File: src/rtl/parking_pkg.sv
// parking_pkg : shared constants, grant indices and helpers for the parking meter time path
// rev 1.0
`default_nettype none

package parking_pkg;

  localparam int CNT_W     = 14;
  localparam int SUM_W     = CNT_W + 1;
  localparam int GNT_W     = 7;
  localparam int ADD_SRCS  = 4;
  localparam int PEND_W    = 2;

  localparam int MAX_COUNT = 9999;
  localparam int ADD_VAL0  = 60;
  localparam int ADD_VAL1  = 120;
  localparam int ADD_VAL2  = 180;
  localparam int ADD_VAL3  = 300;
  localparam int RST1_VAL  = 15;
  localparam int RST2_VAL  = 150;
  localparam int PEND_MAX  = 3;

  localparam int GNT_ADD0  = 0;
  localparam int GNT_ADD1  = 1;
  localparam int GNT_ADD2  = 2;
  localparam int GNT_ADD3  = 3;
  localparam int GNT_RST1  = 4;
  localparam int GNT_RST2  = 5;
  localparam int GNT_TICK  = 6;

  typedef enum logic [2:0] {
    SEL_NONE = 3'd0,
    SEL_RST2 = 3'd1,
    SEL_RST1 = 3'd2,
    SEL_ADD  = 3'd3,
    SEL_TICK = 3'd4
  } sel_e;

  // One extra bit of headroom so the carry is visible before clamping.
  function automatic logic [CNT_W-1:0] sat_add(input logic [CNT_W-1:0] a,
                                               input logic [CNT_W-1:0] b,
                                               input int               max_val);
    logic [SUM_W-1:0] sum;
    sum = {1'b0, a} + {1'b0, b};
    if (sum > SUM_W'(max_val)) return CNT_W'(max_val);
    return sum[CNT_W-1:0];
  endfunction

endpackage

`default_nettype wire

File: src/rtl/meter_update_arbiter_if.sv
// meter_update_arbiter_if : request strobes in, time count and status out
// rev 1.0
`default_nettype none

interface meter_update_arbiter_if;
  import parking_pkg::*;

  logic [ADD_SRCS-1:0] add_req;
  logic                rst1_req;
  logic                rst2_req;
  logic                tick;
  logic [CNT_W-1:0]    count;
  logic [GNT_W-1:0]    grant;
  logic                expired;
  logic                ovf;
  logic                busy;

  modport master (
    output add_req, rst1_req, rst2_req, tick,
    input  count, grant, expired, ovf, busy
  );

  modport slave (
    input  add_req, rst1_req, rst2_req, tick,
    output count, grant, expired, ovf, busy
  );

endinterface

`default_nettype wire

File: src/rtl/meter_update_arbiter_rr.sv
// rr_arbiter4 : 4-way round-robin picker; pointer moves past the winner only when advance is high
// rev 1.0
`default_nettype none

module rr_arbiter4 (
  input  logic       clk,
  input  logic       rst,
  input  logic [3:0] req,
  input  logic       advance,
  output logic [3:0] gnt
);

  logic [1:0] ptr;
  logic [1:0] idx;
  logic [1:0] gnt_idx;
  logic       found;

  always_comb begin
    gnt     = '0;
    gnt_idx = ptr;
    found   = 1'b0;
    idx     = '0;
    for (int k = 0; k < 4; k++) begin
      idx = ptr + 2'(k);
      if (!found && req[idx]) begin
        gnt[idx] = 1'b1;
        gnt_idx  = idx;
        found    = 1'b1;
      end
    end
  end

  always_ff @(posedge clk or negedge rst) begin
    if (!rst) begin
      ptr <= '0;
    end else if (advance && found) begin
      ptr <= gnt_idx + 2'd1;
    end
  end

endmodule

`default_nettype wire

File: src/rtl/meter_update_arbiter.sv
// meter_update_arbiter : captures add/preset/tick strobes and applies one granted update per clock
// rev 1.0
`default_nettype none

module meter_update_arbiter #(
  parameter int MAX_COUNT = parking_pkg::MAX_COUNT,
  parameter int ADD_VAL0  = parking_pkg::ADD_VAL0,
  parameter int ADD_VAL1  = parking_pkg::ADD_VAL1,
  parameter int ADD_VAL2  = parking_pkg::ADD_VAL2,
  parameter int ADD_VAL3  = parking_pkg::ADD_VAL3,
  parameter int RST1_VAL  = parking_pkg::RST1_VAL,
  parameter int RST2_VAL  = parking_pkg::RST2_VAL,
  parameter int PEND_MAX  = parking_pkg::PEND_MAX
) (
  input  logic                   clk,
  input  logic                   rst,
  meter_update_arbiter_if.slave  bus
);
  import parking_pkg::*;

  logic [GNT_W-1:0]    strobe;
  logic [GNT_W-1:0]    granted;
  logic [GNT_W-1:0]    pend_nz;
  logic [GNT_W-1:0]    drop;
  logic [ADD_SRCS-1:0] rr_gnt;
  logic                rr_advance;
  sel_e                sel;

  logic [CNT_W-1:0]    add_amt;
  logic [CNT_W-1:0]    count_next;
  logic                expired_next;

  logic [CNT_W-1:0]    count_reg;
  logic [GNT_W-1:0]    grant_reg;
  logic                expired_reg;
  logic                ovf_reg;

  assign strobe = {bus.tick, bus.rst2_req, bus.rst1_req, bus.add_req};

  // Strobe and grant on the same source cancel out; a strobe is lost only when it cannot be stored.
  for (genvar i = 0; i < GNT_W; i++) begin : g_src
    if (i == GNT_RST1 || i == GNT_RST2) begin : g_flag
      logic flag;
      always_ff @(posedge clk or negedge rst) begin
        if (!rst) begin
          flag <= 1'b0;
        end else if (strobe[i] != granted[i]) begin
          flag <= strobe[i];
        end
      end
      assign drop[i]    = strobe[i] & ~granted[i] & flag;
      assign pend_nz[i] = flag;
    end else begin : g_cnt
      logic [PEND_W-1:0] cnt;
      always_ff @(posedge clk or negedge rst) begin
        if (!rst) begin
          cnt <= '0;
        end else if (strobe[i] && !granted[i] && cnt != PEND_W'(PEND_MAX)) begin
          cnt <= cnt + 1'b1;
        end else if (granted[i] && !strobe[i]) begin
          cnt <= cnt - 1'b1;
        end
      end
      assign drop[i]    = strobe[i] & ~granted[i] & (cnt == PEND_W'(PEND_MAX));
      assign pend_nz[i] = |cnt;
    end
  end

  always_comb begin
    sel = SEL_NONE;
    if (pend_nz[GNT_RST2])               sel = SEL_RST2;
    else if (pend_nz[GNT_RST1])          sel = SEL_RST1;
    else if (|pend_nz[ADD_SRCS-1:0])     sel = SEL_ADD;
    else if (pend_nz[GNT_TICK])          sel = SEL_TICK;
  end

  assign rr_advance = (sel == SEL_ADD);

  rr_arbiter4 u_rr (
    .clk     (clk),
    .rst     (rst),
    .req     (pend_nz[ADD_SRCS-1:0]),
    .advance (rr_advance),
    .gnt     (rr_gnt)
  );

  assign add_amt = ({CNT_W{rr_gnt[GNT_ADD0]}} & CNT_W'(ADD_VAL0))
                 | ({CNT_W{rr_gnt[GNT_ADD1]}} & CNT_W'(ADD_VAL1))
                 | ({CNT_W{rr_gnt[GNT_ADD2]}} & CNT_W'(ADD_VAL2))
                 | ({CNT_W{rr_gnt[GNT_ADD3]}} & CNT_W'(ADD_VAL3));

  always_comb begin
    granted      = '0;
    count_next   = count_reg;
    expired_next = 1'b0;
    case (sel)
      SEL_RST2: begin
        granted[GNT_RST2] = 1'b1;
        count_next        = CNT_W'(RST2_VAL);
      end
      SEL_RST1: begin
        granted[GNT_RST1] = 1'b1;
        count_next        = CNT_W'(RST1_VAL);
      end
      SEL_ADD: begin
        granted[ADD_SRCS-1:0] = rr_gnt;
        count_next            = sat_add(count_reg, add_amt, MAX_COUNT);
      end
      SEL_TICK: begin
        // A tick at zero is still consumed so it cannot linger as a stale decrement.
        granted[GNT_TICK] = 1'b1;
        if (count_reg != '0) count_next = count_reg - 1'b1;
        expired_next      = (count_reg == CNT_W'(1));
      end
      default: ;
    endcase
  end

  always_ff @(posedge clk or negedge rst) begin
    if (!rst) begin
      count_reg   <= '0;
      grant_reg   <= '0;
      expired_reg <= 1'b0;
      ovf_reg     <= 1'b0;
    end else begin
      count_reg   <= count_next;
      grant_reg   <= granted;
      expired_reg <= expired_next;
      ovf_reg     <= ovf_reg | (|drop);
    end
  end

  assign bus.count   = count_reg;
  assign bus.grant   = grant_reg;
  assign bus.expired = expired_reg;
  assign bus.ovf     = ovf_reg;
  assign bus.busy    = |pend_nz;

endmodule

`default_nettype wire

File: src/flat_wrapper.sv
// flat-port wrapper written by rule: the top's interface ports become plain ports
module meter_update_arbiter_flat import parking_pkg::*;
#(
  parameter int MAX_COUNT = parking_pkg::MAX_COUNT,
  parameter int ADD_VAL0  = parking_pkg::ADD_VAL0,
  parameter int ADD_VAL1  = parking_pkg::ADD_VAL1,
  parameter int ADD_VAL2  = parking_pkg::ADD_VAL2,
  parameter int ADD_VAL3  = parking_pkg::ADD_VAL3,
  parameter int RST1_VAL  = parking_pkg::RST1_VAL,
  parameter int RST2_VAL  = parking_pkg::RST2_VAL,
  parameter int PEND_MAX  = parking_pkg::PEND_MAX
)
  (clk, rst, bus_add_req, bus_rst1_req, bus_rst2_req, bus_tick, bus_count, bus_grant, bus_expired, bus_ovf, bus_busy);
  meter_update_arbiter_if bus_i ();
  input  logic clk;
  input  logic rst;
  input wire logic [$bits(bus_i.add_req)-1:0] bus_add_req;
  input wire logic [$bits(bus_i.rst1_req)-1:0] bus_rst1_req;
  input wire logic [$bits(bus_i.rst2_req)-1:0] bus_rst2_req;
  input wire logic [$bits(bus_i.tick)-1:0] bus_tick;
  output wire logic [$bits(bus_i.count)-1:0] bus_count;
  output wire logic [$bits(bus_i.grant)-1:0] bus_grant;
  output wire logic [$bits(bus_i.expired)-1:0] bus_expired;
  output wire logic [$bits(bus_i.ovf)-1:0] bus_ovf;
  output wire logic [$bits(bus_i.busy)-1:0] bus_busy;
  assign bus_i.add_req = bus_add_req;
  assign bus_i.rst1_req = bus_rst1_req;
  assign bus_i.rst2_req = bus_rst2_req;
  assign bus_i.tick = bus_tick;
  assign bus_count = bus_i.count;
  assign bus_grant = bus_i.grant;
  assign bus_expired = bus_i.expired;
  assign bus_ovf = bus_i.ovf;
  assign bus_busy = bus_i.busy;
  meter_update_arbiter #(.MAX_COUNT(MAX_COUNT), .ADD_VAL0(ADD_VAL0), .ADD_VAL1(ADD_VAL1), .ADD_VAL2(ADD_VAL2), .ADD_VAL3(ADD_VAL3), .RST1_VAL(RST1_VAL), .RST2_VAL(RST2_VAL), .PEND_MAX(PEND_MAX)) u_core (.clk(clk), .rst(rst), .bus(bus_i));
endmodule
File: config.mk
export PLATFORM = sky130hd
export DESIGN_NAME = meter_update_arbiter_flat
export DESIGN_NICKNAME = d
export VERILOG_FILES = /design/src/rtl/parking_pkg.sv /design/src/rtl/meter_update_arbiter_if.sv /design/src/rtl/meter_update_arbiter_rr.sv /design/src/rtl/meter_update_arbiter.sv /design/src/flat_wrapper.sv
export SDC_FILE = /design/constraint.sdc
export NUM_CORES = 1
export LEC_CHECK = 0
export ABC_AREA = 1
export BUFFER_PORTS_ARGS = -buffer_cell sky130_fd_sc_hd__clkbuf_2
export CELL_PAD_IN_SITES_DETAIL_PLACEMENT = 0
export CELL_PAD_IN_SITES_GLOBAL_PLACEMENT = 1
export CORE_MARGIN = 5
export CORE_UTILIZATION = 40
export CTS_BUF_LIST = sky130_fd_sc_hd__clkbuf_4 sky130_fd_sc_hd__clkbuf_8 sky130_fd_sc_hd__clkbuf_16
export CTS_CLUSTER_SIZE = 12
export DETAILED_ROUTE_END_ITERATION = 7
export PLACE_DENSITY = 0.82
export SKIP_CTS_REPAIR_TIMING = 1
export SLEW_MARGIN = 20
export SYNTH_ARGS = -nofsm -noshare
export SYNTH_HDL_FRONTEND = slang
export SYNTH_SLANG_ARGS = --single-unit
File: constraint.sdc
create_clock -name clk -period 4.8 [get_ports clk]
set_input_delay 0.96 -clock clk [delete_from_list [all_inputs] [get_ports clk]]
set_output_delay 0.96 -clock clk [all_outputs]
set_load 0.005 [all_outputs]
After elaboration in Yosys (flattened, before gate mapping):

Index checks and enable logic that the tools add are counted.

* mux-type cells: 52
* add/sub/neg operators: 16
* bitwise logic cells: 28
* reductions and logical operators: 52
* magnitude comparators: 9
* equal/unequal tests: 18

Operator list (count)
* $pmux 14 s4: 1
* $mux 14: 3
* $mux 2: 13
* $logic_and 1x1->1: 23
* $mux 4: 5
* $mux 1: 18
* $add 14x14->15: 1
* $gt 15x14->1 const B: 1
* $add 2x1->2 const B: 7
* $and 1x1->1: 14
* $eq 14x1->1 const B: 1
* $or 14x8->14: 1
* $or 14x9->14: 1
* $reduce_bool 14->1: 1
* $sub 14x1->14 const B: 1
* $logic_not 1->1: 13
* $lt 2x3->1 const B: 4
* $mux 3: 4
* $or 4x4->4: 3
* $reduce_or 12->1: 1
* $eq 2x2->1 const B: 5
* $ne 2x2->1 const B: 5
* $reduce_bool 2->1: 5
* $reduce_or 2->1: 5
* other kinds (17): 39

* bits in registers: 37
* output and inout port bits: 24
* bits of input ports: 9
* logic and storage cells: 187

Logic depth before layout (Yosys ltp):

* word-level depth: 22
* mapped depth: 29
* depth with buffers taken out: 29

By module:

From an unflattened synthesis, not the netlist that was laid out.

* cells, all modules: 497
* area total of the unflattened synthesis: 3400.8 sq um

Modules (own cells, without submodules)
* meter_update_arbiter: times used 1, area each 2820.2 sq um, seq. area each 875.8 sq um, cells each 399
* rr_arbiter4: times used 1, area each 580.6 sq um, seq. area each 50.0 sq um, cells each 98

Least setup slack after synthesis:

Ideal clock, no wire load.

* path type: reg2reg
* from: register u_core.u_rr.ptr[1]
* to: register u_core.count_reg[1] (netlist: u_core.bus.count[1])
* path buffers: 1
* stages on the path, launching flop included: 29
* data required time: 4.683 ns
* arrival time: 3.329 ns
* period minus slack after synthesis: 3.447 ns
* library setup time: 0.117 ns
* slack: 1.353 ns
* path through: dfrtp_1 > inv_1 > ha_1 > inv_1 > nand3_2 > nand2_4 > nor2_4 > buf_6 > nand4_1 > nand3_2 > nor2_1 > nand2_1 > ha_1 > inv_1 > fa_1 > inv_1 > nand3_1 > nand2_1 > nand2_1 > nand2_1 > nand3_1 > nand3_1 > nor2_1 > nand2_1 > nand2_1 > nand2_1 > nand2_1 > nand2_1 > nand2_1

* cells in the longest elaborated chain, start to end: 21
* elaborated cells between the ends (all ways): 56
* classes of those cells: add/sub: 4; order compare: 9; mux: 27; bitwise: 6; reduce/logical: 10

Ends and longest elaborated chain
* from (decl): RTL line meter_update_arbiter_rr.sv:13 `logic [1:0] ptr;`
* from (signal assigned): RTL line meter_update_arbiter_rr.sv:37 `ptr <= gnt_idx + 2'd1;`
* branches (longest 11 deep; another with $lt 2x3->1)
* $mux 4 *: RTL line meter_update_arbiter_rr.sv:25 `if (!found && req[idx]) begin`
* $or 6x7->7: RTL line meter_update_arbiter.sv:88 `| ({CNT_W{rr_gnt[GNT_ADD1]}} & CNT_W'(ADD_VAL1))`
* $or 14x8->14: RTL line meter_update_arbiter.sv:89 `| ({CNT_W{rr_gnt[GNT_ADD2]}} & CNT_W'(ADD_VAL2))`
* $or 14x9->14 *: RTL line meter_update_arbiter.sv:90 `| ({CNT_W{rr_gnt[GNT_ADD3]}} & CNT_W'(ADD_VAL3));`
* $add 14x14->15 *: RTL line parking_pkg.sv:43 `sum = {1'b0, a} + {1'b0, b};`
* $gt 15x14->1 *: RTL line parking_pkg.sv:44 `if (sum > SUM_W'(max_val)) return CNT_W'(max_val);`
* $mux 1 *: RTL line parking_pkg.sv:44
* $mux 1 *: RTL line meter_update_arbiter.sv:96 `case (sel)`
* $mux 14 *: RTL line parking_pkg.sv:45 `return sum[CNT_W-1:0];`
* $pmux 14 s4 *: RTL line meter_update_arbiter.sv:96
* to (signal assigned): RTL line meter_update_arbiter.sv:126 `count_reg <= count_next;`
* to (decl): RTL line meter_update_arbiter.sv:33 `logic [CNT_W-1:0] count_reg;`

Every way passes the cells marked *. The select of a mux whose other input is x is not followed.
A chain may end at the register's enable or synchronous reset.

Final worst setup path:

* from: register u_core.u_rr.ptr[0]
* to: register u_core.count_reg[1] (netlist: u_core.bus.count[1])

Same word-level chain as after synthesis.

==> results.md <==
* XOR/XNOR Fraction of Synth Area at 2.675%
* Top cells by area, synth: dfrtp_1 (28%), nand2_1 (18%), nand3_1 (9.9%)
* CP max-delay cell: dfrtp_1
* Number of distinct library cells after synthesis at 31
* PnR worst setup slack at 0.6745 ns
* DRC viols at 0
* Switching share of power at 53.28%
* Post-synthesis adder-cell area fraction at 8.636%
* Top Layer Used: met4
* R2R depth at 28
* Number of buffers created by CTS at 5
* Final Cycle Share at 85.95%
* DR WL/cell at 13.44 microns
* Number of flops mapped to enable cells by yosys at 0
* Max FFs per register at 14
* Vias per cell at 5.151
* Initial Util at 40.46%
* Setup Skew at 0.01105 ns
* Fmax achieved at 242.4 MHz
* Share of layout cells above drive strength 1 at 13.43%
* First-pass GRT wire length at 14650 microns
* Peak supply drop at 217.9 uV
* Hold Crit Class: register to register
* Placed insts at 633
* Count of nets after finishing at 566
* Worst hold start: u_core.g_src[5].g_flag.flag
* Crit-path max cell delay at 0.58 ns
* Largest family of logic cells by synthesized area: simple AND/OR/NAND/NOR gates
* RSZ-0062 raised after global routing: false
* Pwr Density at 680.1 nW/um^2
* Core area at 8093 sq um
* Status: finished, final reports clean
* Routed Antenna Nets at 0
* Avg Inst Size Synth at 6.523 sq um
* Lkg Pwr at 2.050 nW
* Req. time, crit path at 5.03 ns
* Most frequent cell after synthesis: nand2_1
* I/O pins at 33
* Prevailing post-synth register cell: dfrtp_1
* Final setup vio count at 0
* Max H-tree Level at 2
* Cell internal pwr at 0.001157 W
* Synth Area in Simple Gates at 43.37%
* Met3 WL at 268 microns
* Worst Setup SP: u_core.u_rr.ptr[0]
* Crit Path Class: register to register
* Comb pwr share at 65.2%
* IO Port Bufs at 32
* CP endpoint: u_core.bus.count[1]
* CTS tree: yes
* Final Util at 44.98%
* Root buffer cell: clkbuf_8
* Die X at 100.5 microns
* Max Buffers Root-to-Sink at 2
* Met2 wire length at 4157 microns
* Post-route minimum period at 4.126 ns
* Clock power share at 11.7%
* Synth warn at 0
* Commonest cells post-synth: nand2_1 (158), inv_1 (67), nand3_1 (65), nor2_1 (42), dfrtp_1 (37)
* Largest area contributor in the netlist: dfrtp_1
* Cell Area, Synth at 3274 sq um
* Reg clk slew, reported paths at 0.09 ns
* Post-synthesis register bit count at 37
* Via count at 3302
* P&R area growth vs syn at 11.16%
* Worst path most repeated cell: nand2_1
* Met1 Wirelength at 4015 microns
* WP data arrival at 4.36 ns
* Max_cap viols at 0
* Reg2reg end: u_core.bus.count[1]
* Critical Path End Type: register
* Crit start category: register
* Syn Inst Count at 502
* Slew HR at 35.03%
* Final-report hold violation count at 0
* Fill count at 872
* Mux share of post-synthesis cell area at 0%
* Final WL at 8617 microns
* Antenna violations before repair at 0
* TritonRoute pass-1 iters at 6
* DPL Wire Length at 6756 microns
* Largest net degree at the start of global routing at 38
* Worst-path maximum fanout at 11
* # clock sinks at 37
* Worst slew pin tran at 0.9746 ns
* Non-Filler Instances at 641
* Flop pwr share at 23.1%
* GRT overflow at 0
* R2R Path Start: u_core.u_rr.ptr[0]
* Flop2flop setup slack at 0.67 ns
* Switching pwr at 0.001319 W
* Post-synthesis sequential area ratio at 28.28%
* Std cell rows at 33
* RePlAce Congestion at 0.8671
* Max Slew Vio Count at 0
* Tot GR Track Use at 17.96%
* Number of global-route vias before repair at 3284
* Initial DRC count at 120
* Die area at 10100 sq um
* Ys async rst share at 100.0%
* Synth Net Count at 533
* Diode count at 0
* DP Worst Slack at 0.7406 ns
* Die height at 100.5 microns
* Top cell type's share of synthesized area at 28.28%
* Tot Pwr at 0.002475 W
* Setup TNS at 0 ns
* Clk_lat worst skew at 0.30 ns
* Complex-gate fraction of the synthesized area at 7.413%
==> routing by layer <==
layer	up-vias	GRT usage [%]
met5	-	0
met1	1544	22.09
met2	58	31.65
met4	0	5.492
li1	1681	-
met3	19	3.460
==> layout make-up <==
type | instances | area (sq um) | share of cell area (%)
clock inverters | 2 | 38.79 | 1.066
repair buffers | 32 | 160.2 | 4.400
flip-flops and latches | 37 | 925.9 | 25.44
multi-input cells | 386 | 2033 | 55.86
clock buffers | 6 | 76.32 | 2.097
well taps | 105 | 131.4 | 3.609
inverters | 73 | 274.0 | 7.528
==> kinds of logic after synthesis <==
kind of cell / Yosys count
buf+inv: 79
fa+ha+maj: 22
xor+xnor: 10
flops: 37
simple gates: 311
compound gates: 43
==> worst max-delay path: cells and delay by family (launching register included) <==
family	cells	cell delay, ns
DFF	1	0.58
buffers and inverters	4	0.42
and+or+nand+nor	21	2.07
adders and majority gates	3	0.98
==> power groups by stage <==
stage | registers, W | logic [W] | clock network [W]
6_report | 0.000571 | 0.00161 | 0.000290
5_1_grt | 0.000589 | 0.00186 | 0.000310
4_1_cts | 0.000571 | 0.00162 | 0.000296
3_5_place_dp | 0.000577 | 0.00161 | 0
3_3_place_gp | 0.000574 | 0.00159 | 0
2_1_floorplan | 0.000536 | 0.00124 | 0
==> per-stage QoR <==
step | hold slack (ns) | instance area [sq um]
after global routing | 0.4816 | 3640
final | 0.4593 | 3640
after CTS | 0.4613 | 3640
after global placement | 0.4394 | 3525
after detailed placement | 0.4405 | 3525
after floorplan | 0.4774 | 3274
==> worst min path at each step <==
stage	end	slack (ns)	depth (start not counted)
finish	u_core.bus.grant[5]	0.46	0
global route	u_core.bus.grant[5]	0.48	0
CTS	u_core.bus.grant[5]	0.46	0
detailed placement	u_core.bus.grant[5]	0.44	0
global placement	u_core.bus.grant[5]	0.44	0
floorplan	u_core.bus.grant[4]	0.48	1
==> cells in the final DEF (no fill, tap or decap) <==
cell type and instances:
bufinv_16 1, dfrtp_1 37, inv_2 6, a21oi_1 16
nand2_1 158, a221oi_1 1, nand3_2 8, nand3_1 65
o22ai_1 1, o211ai_1 3, nor3_1 5, nor2_2 4
nand3b_1 2, xor2_1 6, and3_1 1, fa_1 1
clkbuf_8 5, xnor2_1 4, nor2_4 3, a21oi_4 1
clkbuf_4 1, ha_1 21, clkbuf_2 32, a21o_1 1
o21ai_1 5, a31oi_1 1, nor2_1 42, clkinv_4 1
o21ai_0 14, inv_1 67, nand4_1 13, nand2_4 3
nand2_2 7
No activity file was read; power rests on OpenSTA's default activity.
